File: src/rtl/decode_queue_unit.sv
// decode_queue_unit: RV32I instruction decoder feeding a DEPTH-entry FIFO.
// Decoded bundles are stored and presented from the read pointer. A flush
// drops all queued entries. A saturating counter tracks illegal instructions
// that have been enqueued.
// Optional feature macro: DECODE_RV32M_EN. When it is defined, the OP
// encodings with funct7 = 0000001 (multiply/divide) are legal, and the
// muldiv_o output is added.
module decode_queue_unit #(
  parameter int DEPTH = 2,
  parameter int CNT_W = 16
) (
  input  logic              clk_in,
  input  logic              rst_n_in,
  input  logic [31:0]       instr_in,
  input  logic [31:0]       pc_in,
  input  logic              in_valid_in,
  output logic              in_ready_o,
  input  logic              flush_in,
  output logic              out_valid_o,
  input  logic              out_ready_in,
  output logic [31:0]       pc_o,
  output logic [4:0]        rs1_o,
  output logic [4:0]        rs2_o,
  output logic [4:0]        rd_o,
  output logic [3:0]        alu_opcode_o,
  output logic [2:0]        wb_mux_sel_o,
  output logic [2:0]        imm_type_o,
  output logic [1:0]        load_size_o,
  output logic              load_unsigned_o,
  output logic              mem_wr_req_o,
  output logic              alu_src_o,
  output logic              iadder_src_o,
  output logic              wr_en_o,
  output logic              illegal_o,
`ifdef DECODE_RV32M_EN
  output logic              muldiv_o,
`endif
  output logic [CNT_W-1:0]  illegal_cnt_o
);

  localparam int AW = $clog2(DEPTH);
  localparam logic [AW:0]      PTR_ONE = 1;
  localparam logic [CNT_W-1:0] CNT_ONE = 1;

  localparam logic [6:0] OPC_LOAD   = 7'b0000011;
  localparam logic [6:0] OPC_OP_IMM = 7'b0010011;
  localparam logic [6:0] OPC_AUIPC  = 7'b0010111;
  localparam logic [6:0] OPC_STORE  = 7'b0100011;
  localparam logic [6:0] OPC_OP     = 7'b0110011;
  localparam logic [6:0] OPC_LUI    = 7'b0110111;
  localparam logic [6:0] OPC_BRANCH = 7'b1100011;
  localparam logic [6:0] OPC_JALR   = 7'b1100111;
  localparam logic [6:0] OPC_JAL    = 7'b1101111;

  typedef struct packed {
    logic [31:0] pc;
    logic [4:0]  rs1;
    logic [4:0]  rs2;
    logic [4:0]  rd;
    logic [3:0]  alu_op;
    logic [2:0]  wb_sel;
    logic [2:0]  imm_type;
    logic [1:0]  load_size;
    logic        load_unsigned;
    logic        mem_wr;
    logic        alu_src;
    logic        iadder_src;
    logic        wr_en;
    logic        illegal;
`ifdef DECODE_RV32M_EN
    logic        muldiv;
`endif
  } entry_t;

  entry_t      dec;
  entry_t      mem [DEPTH];
  entry_t      head;
  logic [AW:0] wr_ptr, rd_ptr;
  logic [CNT_W-1:0] illegal_cnt;
  logic        full, empty, push, pop;
  logic [6:0]  opcode, funct7;
  logic [2:0]  funct3;

  assign opcode = instr_in[6:0];
  assign funct3 = instr_in[14:12];
  assign funct7 = instr_in[31:25];

  // Combinational decode of the incoming instruction into a bundle
  always_comb begin
    dec               = '0;
    dec.pc            = pc_in;
    dec.rs1           = instr_in[19:15];
    dec.rs2           = instr_in[24:20];
    dec.rd            = instr_in[11:7];
    dec.alu_op        = {1'b0, funct3};
    dec.load_size     = funct3[1:0];
    dec.load_unsigned = funct3[2];
    dec.alu_src       = instr_in[5];
    unique case (opcode)
      OPC_LOAD: begin
        dec.wb_sel     = 3'b001;
        dec.imm_type   = 3'b001;
        dec.iadder_src = 1'b1;
        dec.wr_en      = 1'b1;
        dec.illegal    = (funct3 == 3'b011) || (funct3 == 3'b110) || (funct3 == 3'b111);
      end
      OPC_OP_IMM: begin
        dec.imm_type = 3'b001;
        dec.wr_en    = 1'b1;
        if (funct3 == 3'b101) begin
          dec.alu_op[3] = instr_in[30];
          dec.illegal   = (funct7 != 7'b0000000) && (funct7 != 7'b0100000);
        end else if (funct3 == 3'b001) begin
          dec.illegal = (funct7 != 7'b0000000);
        end
      end
      OPC_AUIPC: begin
        dec.wb_sel   = 3'b011;
        dec.imm_type = 3'b100;
        dec.wr_en    = 1'b1;
      end
      OPC_STORE: begin
        dec.imm_type   = 3'b010;
        dec.mem_wr     = 1'b1;
        dec.iadder_src = 1'b1;
        dec.illegal    = (funct3 > 3'b010);
      end
      OPC_OP: begin
        dec.wr_en     = 1'b1;
        dec.alu_op[3] = instr_in[30];
        if (funct7 == 7'b0000000) begin
          dec.illegal = 1'b0;
        end else if (funct7 == 7'b0100000) begin
          dec.illegal = (funct3 != 3'b000) && (funct3 != 3'b101);
`ifdef DECODE_RV32M_EN
        end else if (funct7 == 7'b0000001) begin
          dec.muldiv = 1'b1;
          dec.alu_op = {1'b0, funct3};
`endif
        end else begin
          dec.illegal = 1'b1;
        end
      end
      OPC_LUI: begin
        dec.wb_sel   = 3'b010;
        dec.imm_type = 3'b100;
        dec.wr_en    = 1'b1;
      end
      OPC_BRANCH: begin
        dec.imm_type = 3'b011;
        dec.illegal  = (funct3 == 3'b010) || (funct3 == 3'b011);
      end
      OPC_JALR: begin
        dec.wb_sel     = 3'b100;
        dec.imm_type   = 3'b001;
        dec.iadder_src = 1'b1;
        dec.wr_en      = 1'b1;
        dec.illegal    = (funct3 != 3'b000);
      end
      OPC_JAL: begin
        dec.wb_sel   = 3'b100;
        dec.imm_type = 3'b101;
        dec.wr_en    = 1'b1;
      end
      default: dec.illegal = 1'b1;
    endcase
    // Illegal entries must never write the register file or memory
    if (dec.illegal) begin
      dec.wr_en  = 1'b0;
      dec.mem_wr = 1'b0;
`ifdef DECODE_RV32M_EN
      dec.muldiv = 1'b0;
`endif
    end
  end

  assign empty       = (wr_ptr == rd_ptr);
  assign full        = (wr_ptr[AW] != rd_ptr[AW]) && (wr_ptr[AW-1:0] == rd_ptr[AW-1:0]);
  assign in_ready_o  = !full;
  assign out_valid_o = !empty;
  assign push        = in_valid_in && in_ready_o && !flush_in;
  assign pop         = out_valid_o && out_ready_in && !flush_in;

  // Pointer update; flush empties the queue and wins over push/pop
  always_ff @(posedge clk_in or negedge rst_n_in) begin
    if (!rst_n_in) begin
      wr_ptr <= '0;
      rd_ptr <= '0;
    end else if (flush_in) begin
      wr_ptr <= '0;
      rd_ptr <= '0;
    end else begin
      if (push) wr_ptr <= wr_ptr + PTR_ONE;
      if (pop)  rd_ptr <= rd_ptr + PTR_ONE;
    end
  end

  // Entry storage, cleared on reset so that no stale bundle is visible
  always_ff @(posedge clk_in or negedge rst_n_in) begin
    if (!rst_n_in) begin
      for (int i = 0; i < DEPTH; i++) mem[i] <= '0;
    end else if (push) begin
      mem[wr_ptr[AW-1:0]] <= dec;
    end
  end

  // Saturating illegal counter; flush leaves it untouched
  always_ff @(posedge clk_in or negedge rst_n_in) begin
    if (!rst_n_in) begin
      illegal_cnt <= '0;
    end else if (push && dec.illegal && (illegal_cnt != '1)) begin
      illegal_cnt <= illegal_cnt + CNT_ONE;
    end
  end

  assign head            = mem[rd_ptr[AW-1:0]];
  assign pc_o            = head.pc;
  assign rs1_o           = head.rs1;
  assign rs2_o           = head.rs2;
  assign rd_o            = head.rd;
  assign alu_opcode_o    = head.alu_op;
  assign wb_mux_sel_o    = head.wb_sel;
  assign imm_type_o      = head.imm_type;
  assign load_size_o     = head.load_size;
  assign load_unsigned_o = head.load_unsigned;
  assign mem_wr_req_o    = head.mem_wr;
  assign alu_src_o       = head.alu_src;
  assign iadder_src_o    = head.iadder_src;
  assign wr_en_o         = head.wr_en;
  assign illegal_o       = head.illegal;
`ifdef DECODE_RV32M_EN
  assign muldiv_o        = head.muldiv;
`endif
  assign illegal_cnt_o   = illegal_cnt;

endmodule

File: config.mk
export PLATFORM = sky130hd
export DESIGN_NAME = decode_queue_unit
export DESIGN_NICKNAME = d
export VERILOG_FILES = /design/src/rtl/decode_queue_unit.sv
export SDC_FILE = /design/constraint.sdc
export NUM_CORES = 1
export LEC_CHECK = 0
export ABC_AREA = 1
export ABC_CLOCK_PERIOD_IN_PS = 4400
export BUFFER_PORTS_ARGS = -buffer_cell sky130_fd_sc_hd__clkbuf_2
export CAP_MARGIN = 0
export CELL_PAD_IN_SITES_DETAIL_PLACEMENT = 1
export CELL_PAD_IN_SITES_GLOBAL_PLACEMENT = 1
export CORE_MARGIN = 8
export CORE_UTILIZATION = 42
export CTS_CLUSTER_DIAMETER = 50
export DETAILED_ROUTE_END_ITERATION = 12
export PLACE_DENSITY_LB_ADDON = 0.1
export SLEW_MARGIN = 20
export SYNTH_ARGS = -nofsm -noshare
export SYNTH_HDL_FRONTEND = slang
export SYNTH_SLANG_ARGS = --single-unit
File: constraint.sdc
create_clock -name clk_in -period 4.4 [get_ports clk_in]
set_input_delay 0.44 -clock clk_in [delete_from_list [all_inputs] [get_ports clk_in]]
set_output_delay 0.44 -clock clk_in [all_outputs]
set_load 0.005 [all_outputs]
==> impl_metrics.csv, run 1 <==
group,metric,value,unit
cells_and_area,layout.nets,1075,
floorplan,placementRows,46,
detailed_routing,dr.pass1.iters,5,
pwr,p_switching,1340,uW
sta,max_freq,292,MHz
worst_hold_path,hold_path.class,"in -> async",
sta,fin_crit_sh,77.7,%
pwr,swShare,32.5,%
sta,hold_ws,21.4,ps
sta,slew_viol_final,0,
sta,finalSetupViolCount,0,
detailed_routing,num_vias,5997,
critical_path,criticalPathCategory,"reg -> out",
sta,worst-slew-pin-transition,931,ps
placement,dpl_cell_area,0.00763,mm2
floorplan,ios,152,
clock_network,clock_latency,420,ps
critical_path,crit_path_max_fanout,74,
logic_synthesis,syn_inst,877,
detailed_routing,drt_wl_total,18800,um
pwr,comb_power_share,23.3,%
floorplan,dieWidth,144,um
placement,io_buffers,151,
logic_synthesis,yosys_warnings,0,
global_route,grt_max_degree,75,
logic_synthesis,synth-edff-count,0,
clock_network,cts_sinks,144,
pwr,ir_worst_vdd,0.000273,V
floorplan,die-area,0.0206,mm2
cells_and_area,diodes,0,
global_route,antenna_found_initial,0,
global_route,grt_pass1_vias,6440,
placement,hpwl,12800,um
logic_synthesis,syn_nets,947,
clock_network,htreeDepth,4,
floorplan,start_util,43.0,%
critical_path,worstSetupStartpointType,"register",
cells_and_area,fillers,2062,
critical_path,cp.required,3960,ps
cells_and_area,layout-area-overhead-vs-synth,19.7,%
clock_network,cts_tree,"yes",
sta,rsz0062_at_grt,"false",
detailed_routing,drc,0,
clock_network,clkTransAtPathRegs,70,ps
pwr,seq_power_share,44.5,%
global_route,grt_use_total,19.3,%
clock_network,cts_setup_buffers,0,
logic_synthesis,syn-mean-instance-area,7.79,um2
floorplan,core,0.0159,mm2
pwr,power.density,502,mW/mm2
cells_and_area,drive_above_1_share,19.6,%
sta,slew_headroom,37.9,%
detailed_routing,initialDrtViolationCount,258,
clock_network,hold_buffers,0,
detailed_routing,ant_nets,0,
pwr,p_clk_share,32.2,%
pwr,p_int,2770,uW
clock_network,cts_resized,0,
critical_path,worstSetupEndpointType,"output pin",
logic_synthesis,synthFlopType,"dfrtp_1",
critical_path,arrival,2980,ps
sta,hold_viol,0,
sta,post-route-min-period,3420,ps
logic_synthesis,yosysUniqueCellTypes,28,
sta,finalSetupTns,0,ps
logic_synthesis,synth.cell_area,0.00684,mm2
placement,gp_congestion,0.835,
run,drv_cap,0,
logic_synthesis,synth_seq_area_share,52.7,%
clock_network,clk_path_buf_depth,2,
detailed_routing,wl_per_cell,15.2,um
logic_synthesis,synth_seq_cells,144,
pwr,power.leakage,0.00447,uW
global_route,grt_pass1_wl,31900,um
cells_and_area,final_cell_area,0.00818,mm2
global_route,grt_overflow,0,
cells_and_area,mostFrequentLayoutCell,"nand2_1",
detailed_routing,vias_per_cell,4.86,
cells_and_area,mostFrequentLayoutCells,"383 x nand2_1, 150 x clkbuf_2, 143 x dfrtp_1",
run_status,status,"completed",
logic_synthesis,synthArstFlopShare,100,%
clock_network,cts_root_buffer,"clkbuf_16",
clock_network,cts_made_buffers,17,
floorplan,die_y,144,um
sta,finClkSkew,9.14,ps
[power by group through the flow]
stage	Combinational, uW	Clock [uW]	Sequential [uW]
final	956	1320	1830
after detailed placement	978	0	1850
after global placement	946	0	1830
after CTS	985	1350	1830
after global routing	1110	1410	1870
after floorplan	592	0	1810
[routing by layer]
layer / share of wire [%] / up-vias / track usage, %
li1: - / 2996 / -
met5: 0 / - / 0
met4: 1.1 / 0 / 5.20
met1: 46 / 2860 / 24.7
met2: 48 / 121 / 32.1
met3: 5.1 / 20 / 4.58
[through the flow]
step	power (uW)	setup WS [ps]	utilization [%]	cells
floorplan	2400	2720	-	877
global placement	2780	1720	48.0	1202
detailed placement	2830	1650	48.0	1202
CTS	4170	1270	51.5	1234
global route	4400	703	51.5	1234
finish	4110	981	51.5	1234
[state kept, by name, indices dropped and copies added, names as in the netlist]
register / cells
illegal_cnt_o: 16
mem: 124
rd_ptr: 2
wr_ptr: 2
[synthesized netlist by cell type, types with 4 or more instances]
| cell | count | area [um2] |
|---|---|---|
| nand4_1 | 19 | 119 |
| clkbuf_1 | 17 | 63.8 |
| nor2_1 | 26 | 97.6 |
| o21ai_0 | 71 | 355 |
| buf_6 | 9 | 101 |
| xor2_1 | 6 | 52.6 |
| nand2_1 | 384 | 1440 |
| dfrtp_1 | 144 | 3600 |
| inv_1 | 72 | 270 |
| nor2_2 | 4 | 25.0 |
| nand3_1 | 19 | 95.1 |
| buf_2 | 11 | 55.1 |
| buf_4 | 9 | 67.6 |
| xnor2_1 | 9 | 78.8 |
| o21ai_1 | 58 | 290 |
[critical path: stages, from the launching register on]
cell and delay [ps]:
dfrtp_2 360, buf_4 650, clkinv_2 960, nand2_1 340
nand2_1 100, clkbuf_2 120
[worst paths after layout]
check	startpoint	end	slack, ps	cells after the start
max in group asynchronous	rst_n_in	illegal_cnt_o[2]	3340	2
min reg2reg	mem[111]	mem[111]	480	2
max reg2reg	wr_ptr[0]	mem[50]	1760	9
min	rst_n_in	mem[102]	20	1
min in group clk_in	flush_in	rd_ptr[1]	230	2
max	rd_ptr[0]	rs1_o[0]	980	5
[final cells by class]
cell class | count | area (um2) | area share (%)
clock buffers | 18 | 439 | 5.37
clock inverters | 14 | 113 | 1.38
inverters | 74 | 279 | 3.41
multi-input cells | 611 | 2670 | 32.6
flip-flops and latches | 144 | 3600 | 44.1
well taps | 216 | 270 | 3.30
repair buffers | 157 | 807 | 9.86
[kinds of logic (layout without fill, tap and decap cells)]
| group | Yosys count | in the layout | synth area share [%] |
|---|---|---|---|
| fa+ha+maj | 1 | 1 | 0.183 |
| compound gates | 134 | 134 | 9.87 |
| xor+xnor | 15 | 15 | 1.92 |
| simple gates | 460 | 460 | 26.8 |
| mux | 1 | 1 | 0.146 |
| flops | 144 | 144 | 52.7 |
| buf+inv | 122 | 263 | 8.40 |
No activity file was read; power rests on OpenSTA's default activity.
==> run 2: changes to the inputs <==
- ABC_CLOCK_PERIOD_IN_PS: 4400 -> 3400
- CORE_UTILIZATION: 42 -> 39
- clock period: 4.4 -> 3.4 ns (I/O delays scaled with it)
==> run 2 against run 1 <==
  * Critical path depth stayed put
  * Largest cell class unchanged
  * Routed wire length hardly changed
  * Combinational power is 29% higher
  * Clock-buffer cell count stayed put
  * Worst setup slack better by 1.9 ps
  * Sequential cell count stayed put
  * Clock skew is 1.1 ps lower
  * Sequential share of layout area is 0.59 points lower
  * Non-clock buffer count is 7 higher
  * Highest routed layer unchanged
  * Global-route usage is 1.4 points lower
  * Register-to-register slack worse by 620 ps
  * Sequential power is 30% higher
  * Critical path type unchanged
==> impl_metrics.csv, run 2 (same netlist as run 1, synthesis figures left out) <==
group,metric,value,unit
cells_and_area,largest_reg_flops,124,
cells_and_area,seq_area,0.00360,mm2
pwr,power.density,653,mW/mm2
clock_network,clock_latency,420,ps
global_route,grt_pass1_vias,6323,
placement,pre_cts_ws,1150,ps
detailed_routing,initialDrtViolationCount,279,
cells_and_area,mostFrequentLayoutCells,"383 x nand2_1, 150 x clkbuf_2, 143 x dfrtp_1",
pwr,ir_worst_vdd,0.000361,V
sta,worst-slew-pin-transition,687,ps
sta,hold_viol,0,
floorplan,die-area,0.0220,mm2
clock_network,clk_path_buf_depth,2,
sta,fin_crit_sh,71.1,%
sta,slew_headroom,54.2,%
sta,hold_ws,136,ps
pwr,comb_power_share,22.8,%
clock_network,clkTransAtPathRegs,60,ps
placement,dpl_cell_area,0.00771,mm2
sta,setup_ws,983,ps
clock_network,cts_tree,"yes",
cells_and_area,layout-area-overhead-vs-synth,21.3,%
cells_and_area,diodes,0,
placement,hpwl,13000,um
pwr,power.leakage,0.00452,uW
clock_network,cts_resized,0,
detailed_routing,num_vias,5947,
pwr,finalPower,5410,uW
cells_and_area,drive_above_1_share,20.0,%
cells_and_area,largest-register,"mem",
clock_network,cts_root_buffer,"clkbuf_16",
global_route,busiest_layer,"met2",
global_route,antenna_found_initial,0,
pwr,seq_power_share,43.9,%
cells_and_area,final_cell_area,0.00829,mm2
sta,rsz0062_at_grt,"false",
sta,slew_viol_final,0,
floorplan,dieWidth,148,um
global_route,grt_use_total,17.9,%
detailed_routing,drc,0,
floorplan,start_util,39.7,%
placement,io_buffers,151,
detailed_routing,ant_nets,0,
pwr,p_clk_share,33.3,%
floorplan,placementRows,48,
critical_path,worstSetupStartpointType,"register",
sta,finalSetupViolCount,0,
global_route,grt_pass1_wl,32100,um
global_route,grt_max_degree,72,
pwr,p_switching,1700,uW
clock_network,cts_made_buffers,17,
pwr,p_int,3710,uW
cells_and_area,fillers,2224,
sta,finalSetupTns,0,ps
detailed_routing,vias_per_cell,4.76,
floorplan,core,0.0172,mm2
global_route,grt_overflow,0,
critical_path,crit_path_max_fanout,27,
detailed_routing,dr.pass1.iters,5,
cells_and_area,mostFrequentLayoutCell,"nand2_1",
run_status,status,"completed",
clock_network,htreeDepth,4,
global_route,gr-usage-met1,23.1,%
sta,finClkSkew,8.02,ps
detailed_routing,wl_per_cell,15.0,um
detailed_routing,drt_wl_total,18700,um
global_route,met3_usage,3.77,%
run,drv_cap,0,
global_route,grtUsageMet2,29.5,%
clock_network,cts_sinks,144,
critical_path,cp.required,3060,ps
critical_path,arrival,2080,ps
placement,gp_congestion,0.797,
cells_and_area,multi_input_area,0.00267,mm2
critical_path,criticalPathCategory,"reg -> out",
cells_and_area,layout.nets,1082,
floorplan,die_y,148,um
worst_hold_path,hold_path.class,"in -> reg",
critical_path,worstSetupEndpointType,"output pin",
pwr,swShare,31.4,%
sta,post-route-min-period,2420,ps
floorplan,ios,152,
critical_path,rrSetupSlack,1140,ps
sta,max_freq,414,MHz
==> run 2: changes by cell type in the layout (fill, tap and decap cells not counted) <==
cell	delta
buf_4	+4
clkinv_4	-3
buf_12	+2
bufinv_16	+2
clkinv_2	+2
inv_6	-2
clkbuf_1	+1
clkbuf_8	-1
dlygate4sd3_1	+1
inv_2	+1
==> run 2: final cells by class <==
class / count / area share, %
multi-input cells: 611 / 32.2
flip-flops and latches: 144 / 43.5
well taps: 225 / 3.39
repair buffers: 164 / 10.7
inverters: 74 / 3.35
clock buffers: 18 / 5.17
clock inverters: 14 / 1.73
==> run 2: what timing repair did <==
action                    in CTS  in global routing
hold endpoints to repair      69                  0
hold buffers                   1                  0
setup buffers                  0                  0
==> run 2: worst paths after layout <==
kind	end	depth (start not counted)	start
min	rd_ptr[1]	2	flush_in
max in group asynchronous	illegal_cnt_o[13]	3	rst_n_in
max	load_size_o[0]	5	rd_ptr[0]
max reg2reg	mem[82]	7	rd_ptr[0]
min reg2reg	mem[69]	2	mem[69]
min in group asynchronous	mem[35]	2	rst_n_in
==> run 2: per-stage QoR <==
stage | utilization, % | cells
after floorplan | - | 877
after global placement | 44.7 | 1217
after detailed placement | 44.7 | 1217
after CTS | 48.1 | 1250
after global routing | 48.1 | 1250
final | 48.1 | 1250
==> run 2: worst max-delay path: stages (launching register included) <==
cell	delay, ps
dfrtp_2	550
inv_2	470
buf_4	320
nand2_1	70
nand2_1	110
clkbuf_2	130
==> run 2: power by group through the flow <==
stage | clock network [uW] | registers, uW | logic, uW
2_1_floorplan | 0 | 2340 | 766
3_3_place_gp | 0 | 2390 | 1230
3_5_place_dp | 0 | 2400 | 1270
4_1_cts | 1850 | 2380 | 1280
5_1_grt | 1920 | 2440 | 1440
6_report | 1800 | 2380 | 1230
==> run 2: layer usage <==
| layer | wire length (um) | share of wire (%) |
|---|---|---|
| met4 | 208 | 1.1 |
| met5 | 0 | 0 |
| met1 | 8840 | 47 |
| met3 | 728 | 3.9 |
| met2 | 8970 | 48 |
==> run 3: changes to the inputs <==
- ABC_AREA: 1 -> 0
- ABC_CLOCK_PERIOD_IN_PS: 3400 -> 2100
- CORE_UTILIZATION: 39 -> 38
- clock period: 3.4 -> 2.1 ns (I/O delays scaled with it)
==> run 3 against run 2 <==
  * Clock power grew 61%
  * Register-to-register slack lost 970 ps
  * Critical path type unchanged
  * Critical path depth shrank 2
==> impl_metrics.csv, run 3 <==
group,metric,value,unit
detailed_routing,num_vias,5165,
cells_and_area,largest-register,"mem",
pwr,power.leakage,0.00427,uW
critical_path,cp.required,1890,ps
logic_synthesis,synth_area_leaders,"dfrtp_1 54%, mux2_2 20%, nand2_1 11%, xnor2_1 2.0%, nand3_1 1.6%",
logic_synthesis,syn-mean-instance-area,10.7,um2
detailed_routing,initialDrtViolationCount,245,
critical_path,r2r_start,"illegal_cnt_o[0]",
run_status,status,"completed",
placement,hpwl,13100,um
detailed_routing,wl_per_cell,17.8,um
global_route,antenna_found_initial,0,
logic_synthesis,synth_commonest_cells,"188 x nand2_1, 144 x dfrtp_1, 117 x mux2_2",
cells_and_area,diodes,0,
critical_path,path_cells,"buf_12 -> mux2_2 -> clkbuf_2",
logic_synthesis,synth_top_area_share,54.1,%
logic_synthesis,synth_seq_cells,144,
worst_hold_path,min_path_cells,3,
logic_synthesis,yosysTopAreaCell,"dfrtp_1",
floorplan,die_y,148,um
critical_path,slowest_delay,420,ps
sta,finalSetupTns,0,ps
critical_path,r2r_cells,7,
sta,finalSetupViolCount,0,
critical_path,crit_slowest_cell,"mux2_2",
cells_and_area,layout-area-overhead-vs-synth,29.9,%
detailed_routing,drt_wl_total,18600,um
worst_hold_path,min_from,"pc_in[7]",
clock_network,htreeDepth,4,
logic_synthesis,synthArstFlopShare,100,%
logic_synthesis,yosysMostFrequentCell,"nand2_1",
floorplan,die-area,0.0220,mm2
sta,rsz0062_at_grt,"false",
detailed_routing,dr.pass1.iters,4,
sta,worst-slew-pin-transition,640,ps
critical_path,arrival,1730,ps
clock_network,clk_path_buf_depth,2,
clock_network,cts_sinks,144,
logic_synthesis,yosysUniqueCellTypes,39,
pwr,power.density,1270,mW/mm2
critical_path,crit_path_max_fanout,64,
critical_path,r2r_end,"illegal_cnt_o[14]",
global_route,grt_max_degree,65,
detailed_routing,drc,0,
detailed_routing,ant_nets,0,
sta,hold_viol,0,
clock_network,clock_latency,420,ps
sta,post-route-min-period,1940,ps
cells_and_area,final_cell_area,0.00866,mm2
pwr,ir_worst_vdd,0.000618,V
global_route,grt_use_total,17.5,%
floorplan,placementRows,48,
clock_network,cts_root_buffer,"clkbuf_16",
cells_and_area,finalNonFillerCells,1040,
clock_network,cts_resized,0,
placement,dpl_cell_area,0.00785,mm2
clock_network,cts_tree,"yes",
critical_path,criticalPathCategory,"reg -> out",
logic_synthesis,synth-edff-count,0,
clock_network,clkTransAtPathRegs,60,ps
placement,gp_congestion,0.825,
sta,fin_crit_sh,92.5,%
global_route,grt_pass1_wl,30600,um
global_route,grt_pass1_vias,5834,
cells_and_area,drive_above_1_share,41.3,%
sta,slew_viol_final,0,
logic_synthesis,syn_inst,620,
floorplan,start_util,38.7,%
logic_synthesis,synth_seq_area_share,54.1,%
critical_path,worstSetupStartpointType,"register",
critical_path,critical_path_buf_inv_count,2,
cells_and_area,mostFrequentLayoutCells,"187 x nand2_1, 150 x clkbuf_2, 143 x dfrtp_1",
cells_and_area,layout.nets,872,
placement,io_buffers,151,
floorplan,core,0.0172,mm2
logic_synthesis,yosys_warnings,0,
critical_path,rrSetupSlack,170,ps
cells_and_area,largest_reg_flops,124,
cells_and_area,mostFrequentLayoutCell,"nand2_1",
worst_hold_path,holdPathEnd,"mem[105]",
sta,slew_headroom,57.3,%
critical_path,crit_family,"buffers and inverters",
critical_path,worstSetupEndpointType,"output pin",
logic_synthesis,syn_nets,690,
worst_hold_path,hold_path.class,"in -> reg",
placement,dpl.cell_count,984,
floorplan,dieWidth,148,um
logic_synthesis,synthFlopType,"dfrtp_1",
sta,max_freq,515,MHz
detailed_routing,vias_per_cell,4.97,
floorplan,ios,152,
run,drv_cap,0,
global_route,grt_overflow,0,
sta,finClkSkew,6.04,ps
logic_synthesis,synth.cell_area,0.00666,mm2
clock_network,cts_made_buffers,17,
[run 3: cell count changes in the layout (fill, tap and decap cells not counted), moves of 14 or more]
cell           change
dlygate4sd3_1     +23
o21ai_0           -51
mux2_2           +117
nand2_1          -196
inv_1             -68
nor2_1            -14
o21ai_1           -58
[run 3: timing repair]
item | in CTS | in global routing
setup endpoints to repair | 0 | 0
hold buffers | 24 | 0
hold endpoints to repair | 83 | 0
buffers inserted | 0 | 0
[run 3: metal layers]
layer	share of wire, %	GRT usage, %	wire length (um)	vias up
met5	0	0	0	-
met4	1.2	5.30	230	0
met3	4.5	4.56	844	18
met2	50	29.9	9350	105
met1	44	21.2	8130	2593
li1	-	-	-	2449
[run 3: cells by family after synthesis]
| logic type | count (synthesis) | share of synthesized area (%) |
|---|---|---|
| AND/OR/NAND/NOR | 256 | 16.5 |
| AO/OA/AOI/OAI | 39 | 3.93 |
| multiplexers | 117 | 19.8 |
| buffers and inverters | 43 | 2.93 |
| XOR/XNOR | 20 | 2.63 |
| adder cells (fa/ha/maj) | 1 | 0.188 |
| flip-flops | 144 | 54.1 |
[run 3: per-stage QoR]
stage	total power [uW]	hold WS [ps]	worst slack [ps]	utilization, %
6_report	11000	14.2	157	50.2
5_1_grt	11700	7.40	0.867	50.2
4_1_cts	11200	0.0903	134	50.2
3_5_place_dp	8140	258	85.3	45.5
3_3_place_gp	7940	245	132	45.5
2_1_floorplan	6480	-85.6	113	-
[run 3: how the worst max path moves through the flow]
stage                 from                 to  slack [ps]  cells past startpoint
2_1_floorplan    wr_ptr[0]             mem[0]         110                      8
6_report         rd_ptr[0]    load_unsigned_o         160                      3
4_1_cts          rd_ptr[0]          illegal_o         130                      3
3_5_place_dp   instr_in[2]  illegal_cnt_o[13]          90                      8
3_3_place_gp   instr_in[5]   illegal_cnt_o[8]         130                      8
5_1_grt          wr_ptr[1]  illegal_cnt_o[10]         0.9                      8
[run 3: worst reg2reg max path, stage by stage (launching register included)]
cell and delay (ps):
dfrtp_1 420, ha_1 250, nand3_1 120, nor4_1 300, buf_4 190, and3_1 160
nand3_1 80, mux2_2 290
[run 3: cell type report]
type / instances / area (um2)
Fill cell: 1906 / 8580
Clock buffer: 24 / 492
Tap cell: 225 / 282
Sequential cell: 144 / 3600
Timing Repair Buffer: 202 / 1310
Multi-Input combinational cell: 433 / 2880
Inverter: 4 / 15.0
Clock inverter: 8 / 80.1
[run 3: power breakdown]
| group | total [uW] | switching [uW] | internal, uW |
|---|---|---|---|
| Sequential | 4320 | 539 | 3780 |
| Clock | 2890 | 1140 | 1760 |
| Combinational | 3740 | 1740 | 2000 |
